### config.mk
export PLATFORM = sky130hd
export DESIGN_NAME = task_stream_rx
export DESIGN_NICKNAME = d
export VERILOG_FILES = /design/src/rtl/task_stream_rx.sv
export SDC_FILE = /design/constraint.sdc
export NUM_CORES = 1
export LEC_CHECK = 0
export BUFFER_PORTS_ARGS = -buffer_cell sky130_fd_sc_hd__buf_4
export CORE_MARGIN = 3
export CORE_UTILIZATION = 40
export DETAILED_ROUTE_END_ITERATION = 10
export PLACE_DENSITY_LB_ADDON = 0.2
export SETUP_SLACK_MARGIN = 0.5
export SYNTH_ARGS = -nofsm -noshare
export SYNTH_HDL_FRONTEND = slang
export SYNTH_SLANG_ARGS = --single-unit
### constraint.sdc
create_clock -name clk_i -period 3.46 [get_ports clk_i]
set_input_delay 0.519 -clock clk_i [delete_from_list [all_inputs] [get_ports clk_i]]
set_output_delay 0.519 -clock clk_i [all_outputs]
set_load 0.03 [all_outputs]
### src/rtl/task_stream_rx.sv
// Task stream receiver: parses an application descriptor flit stream into task memory writes.
// Optional zero-fill of each task's BSS region is enabled by defining TASK_RX_BSS_CLEAR_EN.
module task_stream_rx #(
  parameter int FLIT_SIZE = 32,
  parameter int MAX_TASKS = 16,
  parameter int ADDR_W    = 16
) (
  input  logic                 clk_i,
  input  logic                 rst_ni,
  input  logic                 rx_i,
  input  logic [FLIT_SIZE-1:0] data_i,
  input  logic                 mem_ready_i,
  output logic                 credit_o,
  output logic [31:0]          app_hash_o,
  output logic [15:0]          task_cnt_o,
  output logic                 map_we_o,
  output logic [31:0]          map_o,
  output logic [31:0]          ttt_o,
  output logic                 graph_we_o,
  output logic [31:0]          graph_o,
  output logic                 mem_we_o,
  output logic [15:0]          mem_task_o,
  output logic [ADDR_W-1:0]    mem_addr_o,
  output logic [31:0]          mem_data_o,
  output logic [31:0]          entry_o,
  output logic                 task_done_o,
  output logic                 app_done_o,
  output logic                 err_o
);

  typedef enum logic [3:0] {
    S_DESCR, S_HASH, S_CNT, S_MAP, S_TTT, S_GRAPH,
    S_TEXT, S_DATA, S_BSS, S_ENTRY, S_BINARY,
    S_BSS_CLR, S_TASK_END, S_APP_END, S_ERROR
  } state_e;

  state_e              state_q, state_d;
  logic [31:0]         descr_q, descr_d;
  logic [31:0]         cnt_q, cnt_d;
  logic [31:0]         hash_q, hash_d;
  logic [15:0]         tcnt_q, tcnt_d;
  logic [31:0]         map_q, map_d;
  logic [31:0]         ttt_q, ttt_d;
  logic                map_we_q, map_we_d;
  logic [31:0]         graph_q, graph_d;
  logic                graph_we_q, graph_we_d;
  logic [31:0]         text_q, text_d;
  logic [31:0]         dsz_q, dsz_d;
  logic [31:0]         bss_q, bss_d;
  logic [31:0]         entry_q, entry_d;
  logic [15:0]         tidx_q, tidx_d;
  logic [ADDR_W-1:0]   addr_q, addr_d;
  logic [31:0]         words_q, words_d;
  logic                tdone_q, tdone_d;
  logic                adone_q, adone_d;
  logic                err_q, err_d;

  logic [31:0] flit;
  logic        credit;
  logic        xfer;
  logic [32:0] bin_bytes;
  logic [32:0] bin_words;
  logic [32:0] span;
  logic [32:0] limit;
  logic        size_bad;

  assign flit = data_i[31:0];

  always_comb begin
    credit = 1'b1;
    unique case (1'b1)
      state_q == S_BINARY:   credit = mem_ready_i;
      state_q == S_BSS_CLR,
      state_q == S_TASK_END,
      state_q == S_APP_END:  credit = 1'b0;
      default:               credit = 1'b1;
    endcase
  end

  assign xfer = rx_i & credit;

  // Sizes are summed in 33 bits so a huge TEXT+DATA cannot wrap into range
  assign bin_bytes = {1'b0, text_q} + {1'b0, dsz_q};
  assign bin_words = bin_bytes >> 2;
  assign limit     = 33'd1 << ADDR_W;
`ifdef TASK_RX_BSS_CLEAR_EN
  logic [32:0] bss_words;
  assign bss_words = ({1'b0, bss_q} + 33'd3) >> 2;
  assign span      = bin_words + bss_words;
`else
  assign span      = bin_words;
`endif
  assign size_bad = (bin_bytes == 33'd0) ||
                    (bin_bytes[1:0] != 2'b00) ||
                    (span > limit);

  always_comb begin
    state_d    = state_q;
    descr_d    = descr_q;
    cnt_d      = cnt_q;
    hash_d     = hash_q;
    tcnt_d     = tcnt_q;
    map_d      = map_q;
    ttt_d      = ttt_q;
    graph_d    = graph_q;
    text_d     = text_q;
    dsz_d      = dsz_q;
    bss_d      = bss_q;
    entry_d    = entry_q;
    tidx_d     = tidx_q;
    addr_d     = addr_q;
    words_d    = words_q;
    map_we_d   = 1'b0;
    graph_we_d = 1'b0;
    tdone_d    = 1'b0;
    adone_d    = 1'b0;
    unique case (state_q)
      S_DESCR: if (xfer) begin
        descr_d = flit;
        state_d = S_HASH;
      end
      S_HASH: if (xfer) begin
        hash_d  = flit;
        state_d = S_CNT;
      end
      S_CNT: if (xfer) begin
        if (flit == 32'd0 || flit > 32'(MAX_TASKS)) begin
          state_d = S_ERROR;
        end else begin
          tcnt_d  = flit[15:0];
          cnt_d   = 32'd0;
          state_d = S_MAP;
        end
      end
      S_MAP: if (xfer) begin
        map_d   = flit;
        state_d = S_TTT;
      end
      S_TTT: if (xfer) begin
        ttt_d    = flit;
        map_we_d = 1'b1;
        cnt_d    = cnt_q + 32'd1;
        if (cnt_q + 32'd1 == {16'd0, tcnt_q}) begin
          cnt_d   = 32'd0;
          state_d = (descr_q == 32'd0) ? S_TEXT : S_GRAPH;
        end else begin
          state_d = S_MAP;
        end
      end
      S_GRAPH: if (xfer) begin
        graph_d    = flit;
        graph_we_d = 1'b1;
        cnt_d      = cnt_q + 32'd1;
        if (cnt_q + 32'd1 == descr_q) state_d = S_TEXT;
      end
      S_TEXT: if (xfer) begin
        text_d  = flit;
        state_d = S_DATA;
      end
      S_DATA: if (xfer) begin
        dsz_d   = flit;
        state_d = S_BSS;
      end
      S_BSS: if (xfer) begin
        bss_d   = flit;
        state_d = S_ENTRY;
      end
      S_ENTRY: if (xfer) begin
        entry_d = flit;
        addr_d  = '0;
        words_d = bin_words[31:0];
        state_d = size_bad ? S_ERROR : S_BINARY;
      end
      S_BINARY: if (xfer) begin
        addr_d  = addr_q + 1'b1;
        words_d = words_q - 32'd1;
        if (words_q == 32'd1) begin
          state_d = S_TASK_END;
`ifdef TASK_RX_BSS_CLEAR_EN
          if (bss_q != 32'd0) begin
            cnt_d   = bss_words[31:0];
            state_d = S_BSS_CLR;
          end
`endif
        end
      end
      S_BSS_CLR: if (mem_ready_i) begin
        addr_d = addr_q + 1'b1;
        cnt_d  = cnt_q - 32'd1;
        if (cnt_q == 32'd1) state_d = S_TASK_END;
      end
      S_TASK_END: begin
        tdone_d = 1'b1;
        tidx_d  = tidx_q + 16'd1;
        state_d = (tidx_q + 16'd1 == tcnt_q) ? S_APP_END : S_TEXT;
      end
      S_APP_END: begin
        adone_d = 1'b1;
        tidx_d  = 16'd0;
        state_d = S_DESCR;
      end
      S_ERROR: state_d = S_ERROR;
      default: state_d = S_ERROR;
    endcase
    err_d = err_q | (state_d == S_ERROR);
  end

  always_ff @(posedge clk_i or negedge rst_ni) begin
    if (!rst_ni) begin
      state_q    <= S_DESCR;
      descr_q    <= '0;
      cnt_q      <= '0;
      hash_q     <= '0;
      tcnt_q     <= '0;
      map_q      <= '0;
      ttt_q      <= '0;
      map_we_q   <= 1'b0;
      graph_q    <= '0;
      graph_we_q <= 1'b0;
      text_q     <= '0;
      dsz_q      <= '0;
      bss_q      <= '0;
      entry_q    <= '0;
      tidx_q     <= '0;
      addr_q     <= '0;
      words_q    <= '0;
      tdone_q    <= 1'b0;
      adone_q    <= 1'b0;
      err_q      <= 1'b0;
    end else begin
      state_q    <= state_d;
      descr_q    <= descr_d;
      cnt_q      <= cnt_d;
      hash_q     <= hash_d;
      tcnt_q     <= tcnt_d;
      map_q      <= map_d;
      ttt_q      <= ttt_d;
      map_we_q   <= map_we_d;
      graph_q    <= graph_d;
      graph_we_q <= graph_we_d;
      text_q     <= text_d;
      dsz_q      <= dsz_d;
      bss_q      <= bss_d;
      entry_q    <= entry_d;
      tidx_q     <= tidx_d;
      addr_q     <= addr_d;
      words_q    <= words_d;
      tdone_q    <= tdone_d;
      adone_q    <= adone_d;
      err_q      <= err_d;
    end
  end

  assign credit_o    = credit;
  assign app_hash_o  = hash_q;
  assign task_cnt_o  = tcnt_q;
  assign map_we_o    = map_we_q;
  assign map_o       = map_q;
  assign ttt_o       = ttt_q;
  assign graph_we_o  = graph_we_q;
  assign graph_o     = graph_q;
  assign mem_we_o    = ((state_q == S_BINARY) & rx_i) |
                       ((state_q == S_BSS_CLR) & mem_ready_i);
  assign mem_task_o  = tidx_q;
  assign mem_addr_o  = addr_q;
  assign mem_data_o  = (state_q == S_BINARY) ? flit : 32'd0;
  assign entry_o     = entry_q;
  assign task_done_o = tdone_q;
  assign app_done_o  = adone_q;
  assign err_o       = err_q;

endmodule

Word level (Yosys, flattened, before mapping)
Cells that the tools add are included.

word-level totals
  bits in registers = 377
  input port bits = 36
  output and inout bits = 247

cells by class
  add/sub/neg operators = 6
  magnitude comparators = 2
  equality and inequality tests = 26
  multiplexer cells = 43
  bitwise logic cells = 6
  reductions and logical operators = 25

operators with widths
  cell                     count
  $mux W32                 9
  $pmux W32 S4             1
  $mux W4                  17
  $eq A32 B1 Y1 const B    2
  $logic_not A32 Y1        2
  $pmux W32 S2             1
  $sub A32 B1 Y32 const B  2
  $pmux W4 S14             1
  $mux W16                 3
  $pmux W16 S3             1
  $add A32 B32 Y33         1
  $logic_not A33 Y1        1
  $add A16 B1 Y16 const B  2
  $add A32 B1 Y32 const B  1
  $eq A32 B16 Y1           1
  $eq A32 B32 Y1           1
  $gt A32 B5 Y1 const B    1
  $pmux W16 S2             1
  $gt A31 B17 Y1 const B   1
  $eq A4 B4 Y1 const B     7
  $eq A16 B16 Y1           1
  $eq A4 B3 Y1 const B     4
  $reduce_and A2 Y1        8
  $ne A2 B2 Y1 const B     7
  other kinds (18)         32

Depth between registers and ports, before layout
Gate-level depths: netlist (run 1).

  depth in word-level cells = 9
  mapped depth = 15
  mapped depth without buffers = 12

Worst setup path after synthesis (run 1)
Ideal clock, no wire load.

  path type = register -> register
  start point = reg cnt_q[1]
  end point = reg cnt_q[15]
  setup time = 0.122 ns
  arrival time = 3.552 ns
  required time = 3.338 ns
  path slack = -0.214 ns
  cell stages (with the launch flop) = 13
  period minus slack after synthesis = 3.674 ns
  cells stage by stage = dfrtp_1 > ha_1 > nand3_1 > clkbuf_1 > nor4_1 > and4_1 > o2111ai_1 > or4_4 > nor4_4 > a21oi_2 > buf_2 > a221o_1 > a32o_1

between the ends
  word-level cells in the longest chain between the ends = 5
  elaborated cells between the ends (all ways) = 8

RTL lines
  what                      line           source
  start: declaration        39             logic [31:0] cnt_q, cnt_d;
  start signal: assignment  233            cnt_q <= cnt_d;
  $add A32 B1 Y32           142, 143, 153
  $eq A32 B16 Y1            143            if (cnt_q + 32'd1 == {16'd0, tcnt_q}) begin
  $mux W32                  143
  $mux W32                  139            S_TTT: if (xfer) begin
  $pmux W32 S4 *            117            unique case (state_q)

Mark *: on every way between the ends. The rest lies on a longest branch, timed or not. The select of a mux whose other input is x is not followed.
A chain may end at the register's enable or synchronous reset.

Worst setup path in the final report (run 1)
  start point = reg cnt_q[1]
  end point = reg err_q, in the netlist err_o

between the ends
  word-level cells in the longest chain between the ends = 7
  elaborated cells between the ends (all ways) = 13

RTL lines
  what                                              line      source
  $add A32 B1 Y32                                   143, 154
  $eq A32 B32 Y1 or $eq A32 B16 Y1 (tied branches)  154, 143
  $mux W4 or $mux W3 (tied branches)                154, 143
  $mux W4, on equally long branches                 150, 139
  $pmux W4 S14 *                                    117
  $eq A4 B4 Y1 *                                    205       err_d = err_q | (state_d == S_ERROR);
  $or A1 B1 Y1 *                                    205
  via err_d                                         56        logic err_q, err_d;
  end signal: assignment                            250       err_q <= err_d;
  end: declaration                                  56

The timed path passes the listed nets; every way through them passes the cells marked *.

==> impl_metrics.tcl, run 1 <==
set metrics [dict create \
    outcome "finished, violations left" \
    violations "setup timing" \
    place_hpwl_um 59850 \
    reg2reg_from "cnt_q[1]" \
    slew-limit-headroom 0.2758 \
    setup_viol 5 \
    grt_pass1_wl_um 125000 \
    drt-total-wl_um 82260 \
    slew_viol_final 0 \
    syn2layout_area_growth_pct 36.58 \
    final_nets 2899 \
    final_util 0.5566 \
    cts_max_level 2 \
    drc_errors 0 \
    dr_total_vias 20490 \
    clk_pin_slew_ns 0.06 \
    die-area_sq_um 56800 \
    io_buffers 282 \
    crit_arrival_ns 4.02 \
    power_density_nw_per_um2 1064 \
    drtIter0Drc 1601 \
    grt-ovfl-total 0 \
    fin_area_sq_um 29490 \
    wl_met3_um 6703 \
    ys_seq_area_frac 0.4370 \
    fmax_mhz 286.1 \
    dr.max_layer_used "met5" \
    grt_pass1_vias 20570 \
    r2r_slack_ns -0.04 \
    drt-met1-wl_um 35330 \
    placed_cell_area_sq_um 26470 \
    synth_edf_count 0 \
    synthTopCellsByArea "dfrtp_1, mux2_2, nand2_1, o21ai_0, a21oi_1" \
    synthCells 2314 \
    synthDistinctLibCells 82 \
    worstSetupStartpoint "cnt_q[1]" \
    vdd_ir_drop_max_uv 591.9 \
    ys.flop_type "dfrtp_1" \
    antennaDiodeCount 0 \
    dr.pass1.iters 5 \
    cap_violations 0 \
    clk_latency_ns 0.59 \
    drtAntennaViolNets 0 \
    clock_tree.root_cell "clkbuf_16" \
    grt.total_usage 0.2845 \
    grt_max_degree 86 \
    numCtsBuffers 43 \
    synth_top_area_share 0.4370 \
    min_path_type "input pin to flip-flop" \
    hold_viol_final 0 \
    tightest_slew_ns 1.080 \
    dp_slack_ns -0.5071 \
    crit_type "flip-flop to flip-flop" \
    reg2regPathDepth 12 \
    rsz0062_at_grt "true" \
    die_x_um 238.3 \
    ys_async_sr_fraction 1.000 \
    detail_route.vias_per_cell 5.783 \
    start_util 0.4076 \
    period_share 1.010 \
    stdcell_count 3543 \
    min_period_ns 3.495 \
    endpoint_kind "flip-flop" \
    fin_ws_ns -0.03547 \
    cts_tree "yes" \
    start_kind "flip-flop" \
    drive_gt1_frac 0.3776 \
    dp_cells 3423 \
    ys_seq_elements 377 \
    p_leak_nw 13.51 \
    hold_slack_ns 0.2553 \
    wl_per_cell_um 23.22 \
    wl_met2_um 37040 \
    antenna_found_initial 2 \
    post-synth-top-area-cell "dfrtp_1" \
    ios 283 \
    synth_nets 2390 \
    ys_warn_count 0 \
    fp.coreArea_sq_um 52970 \
    worst_clock_skew_ns 0.02267 \
    setup.worst_path.end "err_o" \
    reg2reg_to "err_o" \
    rows 84 \
    fp.dieH_um 238.3 \
    critPathMaxFanout 8 \
    mostFrequentLayoutCells "buf_4, dfrtp_1, nand2_1" \
    cp.required_ns 3.98 \
    routabilityCongestion 0.9850 \
    cts_max_path_buffers 3 \
    syn_avg_cell_area_sq_um 9.330 \
    clock_sinks 377 \
    layout_commonest_cell "buf_4" \
    netlist_area_sq_um 21590 \
]
==> area by class of cell <==
cell class              count  area (sq um)
inverters                  47         176.4
flip-flops and latches    377          9439
clock buffers              56          1206
repair buffers            639          5175
fillers                  4742         23490
well taps                 688         860.8
clock inverters            21         402.9
multi-input cells        1715         12230
==> state kept, by name (all words and copies together) (netlist names) <==
register / flops
map_o: 32
cnt_q: 32
task_done_o: 1
mem_task_o: 16
entry_o: 32
dsz_q: 32
graph_o: 32
map_we_o: 1
mem_addr_o: 16
text_q: 32
task_cnt_o: 16
words_q: 32
graph_we_o: 1
app_done_o: 1
state_q: 4
err_o: 1
ttt_o: 32
app_hash_o: 32
descr_q: 32
==> cell usage after synthesis, types with 8 or more instances <==
library cell  number
nand2b_1          20
nor4_1            36
and3_1            18
or3_1             19
a22o_1            12
nand3_1           55
inv_1             46
xor2_1            54
nand4_1           37
nor3_1            64
nor2_1           134
o21ai_0          151
clkbuf_1         128
o211ai_1          10
mux2i_1           10
nand2_1          340
a31oi_1           13
buf_2             12
buf_4             26
o22ai_1           13
and4_1            10
or4_1             16
mux2_2           201
ha_1              39
dfrtp_1          377
nor3b_1            9
a21o_1            12
o31ai_1           10
buf_1              9
and2_1            59
a32oi_1           10
xnor2_1           68
a22oi_1           15
a211oi_1          23
nand3b_1           8
a21oi_1          124
==> worst min path at each step <==
stage                           from         end  slack, ns  depth (start not counted)
after floorplan               rst_ni  app_done_o       0.22                          0
after global placement      ttt_o[0]    ttt_o[0]       0.46                          2
after detailed placement       err_o       err_o       0.46                          1
after CTS                  data_i[8]  entry_o[8]       0.22                          3
after global routing       data_i[8]  entry_o[8]       0.25                          3
final                     data_i[20]   ttt_o[20]       0.26                          3
==> kinds of logic (layout without fill, tap and decap cells) <==
kind of cell    after synthesis  in the layout  share of synthesized area
fa+ha+maj                    40             40                    0.02353
compound gates              490            490                     0.1448
mux                         211            211                     0.1095
xor+xnor                    123            123                    0.05054
buf+inv                     222            763                    0.04381
simple gates                851            851                     0.1909
flops                       377            377                     0.4370
==> power by group <==
group | switching [W] | total [W] | internal, W | leakage [nW]
clock network | 0.00199 | 0.00521 | 0.00322 | 0.779
registers | 0.00147 | 0.00761 | 0.00614 | 4.83
logic | 0.0103 | 0.0185 | 0.00819 | 7.90
total | 0.0138 | 0.0314 | 0.0176 | 13.5
==> metrics by stage <==
step                TNS (ns)  total power, W
floorplan                  0         0.01720
global placement      -4.704         0.02422
detailed placement    -3.268         0.02441
CTS                 -0.06821         0.03053
global route          -2.433         0.03323
finish              -0.09394         0.03136
==> routing by layer <==
metal | vias up | global-route usage
met5 | - | 0
met3 | 171 | 0.06415
met2 | 865 | 0.4475
li1 | 9303 | -
met4 | 4 | 0.1081
met1 | 10150 | 0.3847
==> worst max-delay path, stage by stage, from the launching register on <==
cell,delay [ns]
dfrtp_2,0.39
buf_6,0.14
nand4_4,0.18
nor4_4,0.33
buf_6,0.19
and2_1,0.17
mux2i_1,0.36
o2111ai_2,0.23
a2111oi_1,0.41
nand3_1,0.13
or4_4,0.48
a211oi_2,0.23
a41o_1,0.19
==> what timing repair did <==
item                                   4_1_cts  5_1_grt
endpoints found under the hold margin       54        0
hold buffers                                 1        0
pin swaps                                   70       40
gates cloned                                 4        0
buffers inserted                            26       12
resized for setup                          129       91
setup endpoints to repair                   73       80
Power figures use the tool's default switching activity.
==> run 2, diff against run 1 <==
--- a/config.mk
+++ b/config.mk
@@ -6,10 +6,11 @@
 export NUM_CORES = 1
 export LEC_CHECK = 0
 export BUFFER_PORTS_ARGS = -buffer_cell sky130_fd_sc_hd__buf_4
+export CORE_ASPECT_RATIO = 0.9
 export CORE_MARGIN = 3
 export CORE_UTILIZATION = 40
 export DETAILED_ROUTE_END_ITERATION = 10
-export PLACE_DENSITY_LB_ADDON = 0.2
+export PLACE_DENSITY = 0.66
 export SETUP_SLACK_MARGIN = 0.5
 export SYNTH_ARGS = -nofsm -noshare
 export SYNTH_HDL_FRONTEND = slang
==> impl_metrics.tcl, run 2 (synthesis gave the netlist of run 1 again) <==
set metrics [dict create \
    period_share 1.030 \
    drt-total-wl_um 81540 \
    crit_family "compound AO/OA/AOI/OAI gates" \
    worstSetupStartpoint "text_q[0]" \
    syn2layout_area_growth_pct 33.79 \
    clk_latency_ns 0.58 \
    cts_tree "yes" \
    setup_viol 2 \
    crit_arrival_ns 4.01 \
    grt.met3_usage 0.07673 \
    power_density_nw_per_um2 1056 \
    critPathMaxStageDelay_ns 0.43 \
    die-area_sq_um 56800 \
    io_buffers 282 \
    grt_pass1_vias 20160 \
    place_hpwl_um 59140 \
    finalPower_w 0.03049 \
    min_from "data_i[28]" \
    hold_viol_final 0 \
    antennaDiodeCount 0 \
    final_nets 2856 \
    worst_clock_skew_ns 0.02309 \
    antenna_found_initial 1 \
    grt-ovfl-total 0 \
    rsz0062_at_grt "true" \
    numCtsBuffers 43 \
    die_x_um 250.9 \
    clock_tree.root_cell "clkbuf_16" \
    slowest_stage "or4_4" \
    cts_max_path_buffers 3 \
    slew-limit-headroom 0.5475 \
    mostFrequentLayoutCells "buf_4, dfrtp_1, nand2_1" \
    rows 80 \
    reg2reg_from "text_q[0]" \
    dp_cells 3411 \
    clk_pin_slew_ns 0.06 \
    hold_slack_ns 0.2700 \
    slew_viol_final 0 \
    tightest_slew_ns 0.6768 \
    vdd_ir_drop_max_uv 531.7 \
    routabilityCongestion 0.9989 \
    fp.coreArea_sq_um 53150 \
    violations "setup timing" \
    outcome "finished, violations left" \
    min_period_ns 3.563 \
    path_cells "ha_2, fa_2, a211oi_2, o211ai_1, nand4_1, a211oi_2, or4_4, a222oi_1, nor4b_2, o2111ai_2, a21o_1, a41o_1" \
    cp.required_ns 3.91 \
    stdcell_count 3510 \
    cts_max_level 2 \
    drive_gt1_frac 0.3672 \
    ios 283 \
    grt.total_usage 0.2821 \
    crit_type "flip-flop to flip-flop" \
    dp_slack_ns -0.2542 \
    grt_max_degree 72 \
    use_met1 0.3879 \
    grt_pass1_wl_um 123900 \
    wl_per_cell_um 23.23 \
    placed_cell_area_sq_um 26300 \
    min_path_type "input pin to flip-flop" \
    dr_total_vias 20380 \
    p_leak_nw 13.22 \
    fin_area_sq_um 28880 \
    drtAntennaViolNets 0 \
    fmax_mhz 280.7 \
    path_buf_inv 0 \
    drtIter0Drc 1824 \
    fp.dieH_um 226.4 \
    detail_route.vias_per_cell 5.807 \
    fin_ws_ns -0.1029 \
    dr.pass1.iters 6 \
    met2_usage 0.4391 \
    layout_commonest_cell "buf_4" \
    critPathMaxFanout 4 \
    grt-busiest-layer "met2" \
    start_kind "flip-flop" \
    clock_sinks 377 \
    start_util 0.4062 \
    cap_violations 0 \
    path_common_cell "a211oi_2" \
    drc_errors 0 \
    endpoint_kind "flip-flop" \
]
## run 2: cell types whose count changed in the layout (fill, tap and decap cells not counted), sizes merged
cell / change
buf: -43
clkbuf: +7
bufinv: -6
clkinv: -3
clkinvlp: +3
## run 2: through the flow
step                utilization  setup TNS [ns]
floorplan                     -               0
global placement         0.4949          -2.048
detailed placement       0.4949          -1.430
CTS                      0.5355        -0.05860
global route             0.5434          -2.496
finish                   0.5434         -0.1054
## run 2: layout make-up
class                      instances  area, sq um
inverter                          47        178.9
fill                            4754        24270
clock inverter                    15        201.4
tap                              697        872.1
clock buffer                      63         1284
sequential                       377         9440
timing repair buffer             596         4762
multi-input combinational       1715        12150
## run 2: metal layers
layer	up-vias	part of all wire	routed length [um]
met5	-	0	0
li1	9203	-	-
met4	0	0.026	2140
met1	10170	0.44	36090
met3	129	0.094	7628
met2	879	0.44	35680
## run 2: tightest hold or removal path: stages
cell and delay (ns):
buf_4 0.17, nand2_1 0.07, nand2_1 0.04
## run 2: final timing paths
path	to	slack [ns]	cells after the start
max	err_o	-0.10	12
min	entry_o[28]	0.27	3
max reg2reg	err_o	-0.10	12
min reg2reg	entry_o[10]	0.48	2
max in group asynchronous	ttt_o[24]	2.11	3
min in group asynchronous	entry_o[2]	0.52	2
## run 2: what timing repair did
item / in CTS / in global routing
hold endpoints to repair: 57 / 0
hold buffers: 1 / 0
gates cloned: 3 / 0
endpoints found under the setup margin: 73 / 85
resized for setup: 117 / 80
pin swaps: 59 / 27
buffers inserted: 13 / 4
## run 2: power breakdown
part	internal [W]	leakage [nW]	switching [W]
Combinational	0.00787	7.68	0.0103
Clock	0.00288	0.708	0.00189
Sequential	0.00614	4.83	0.00144
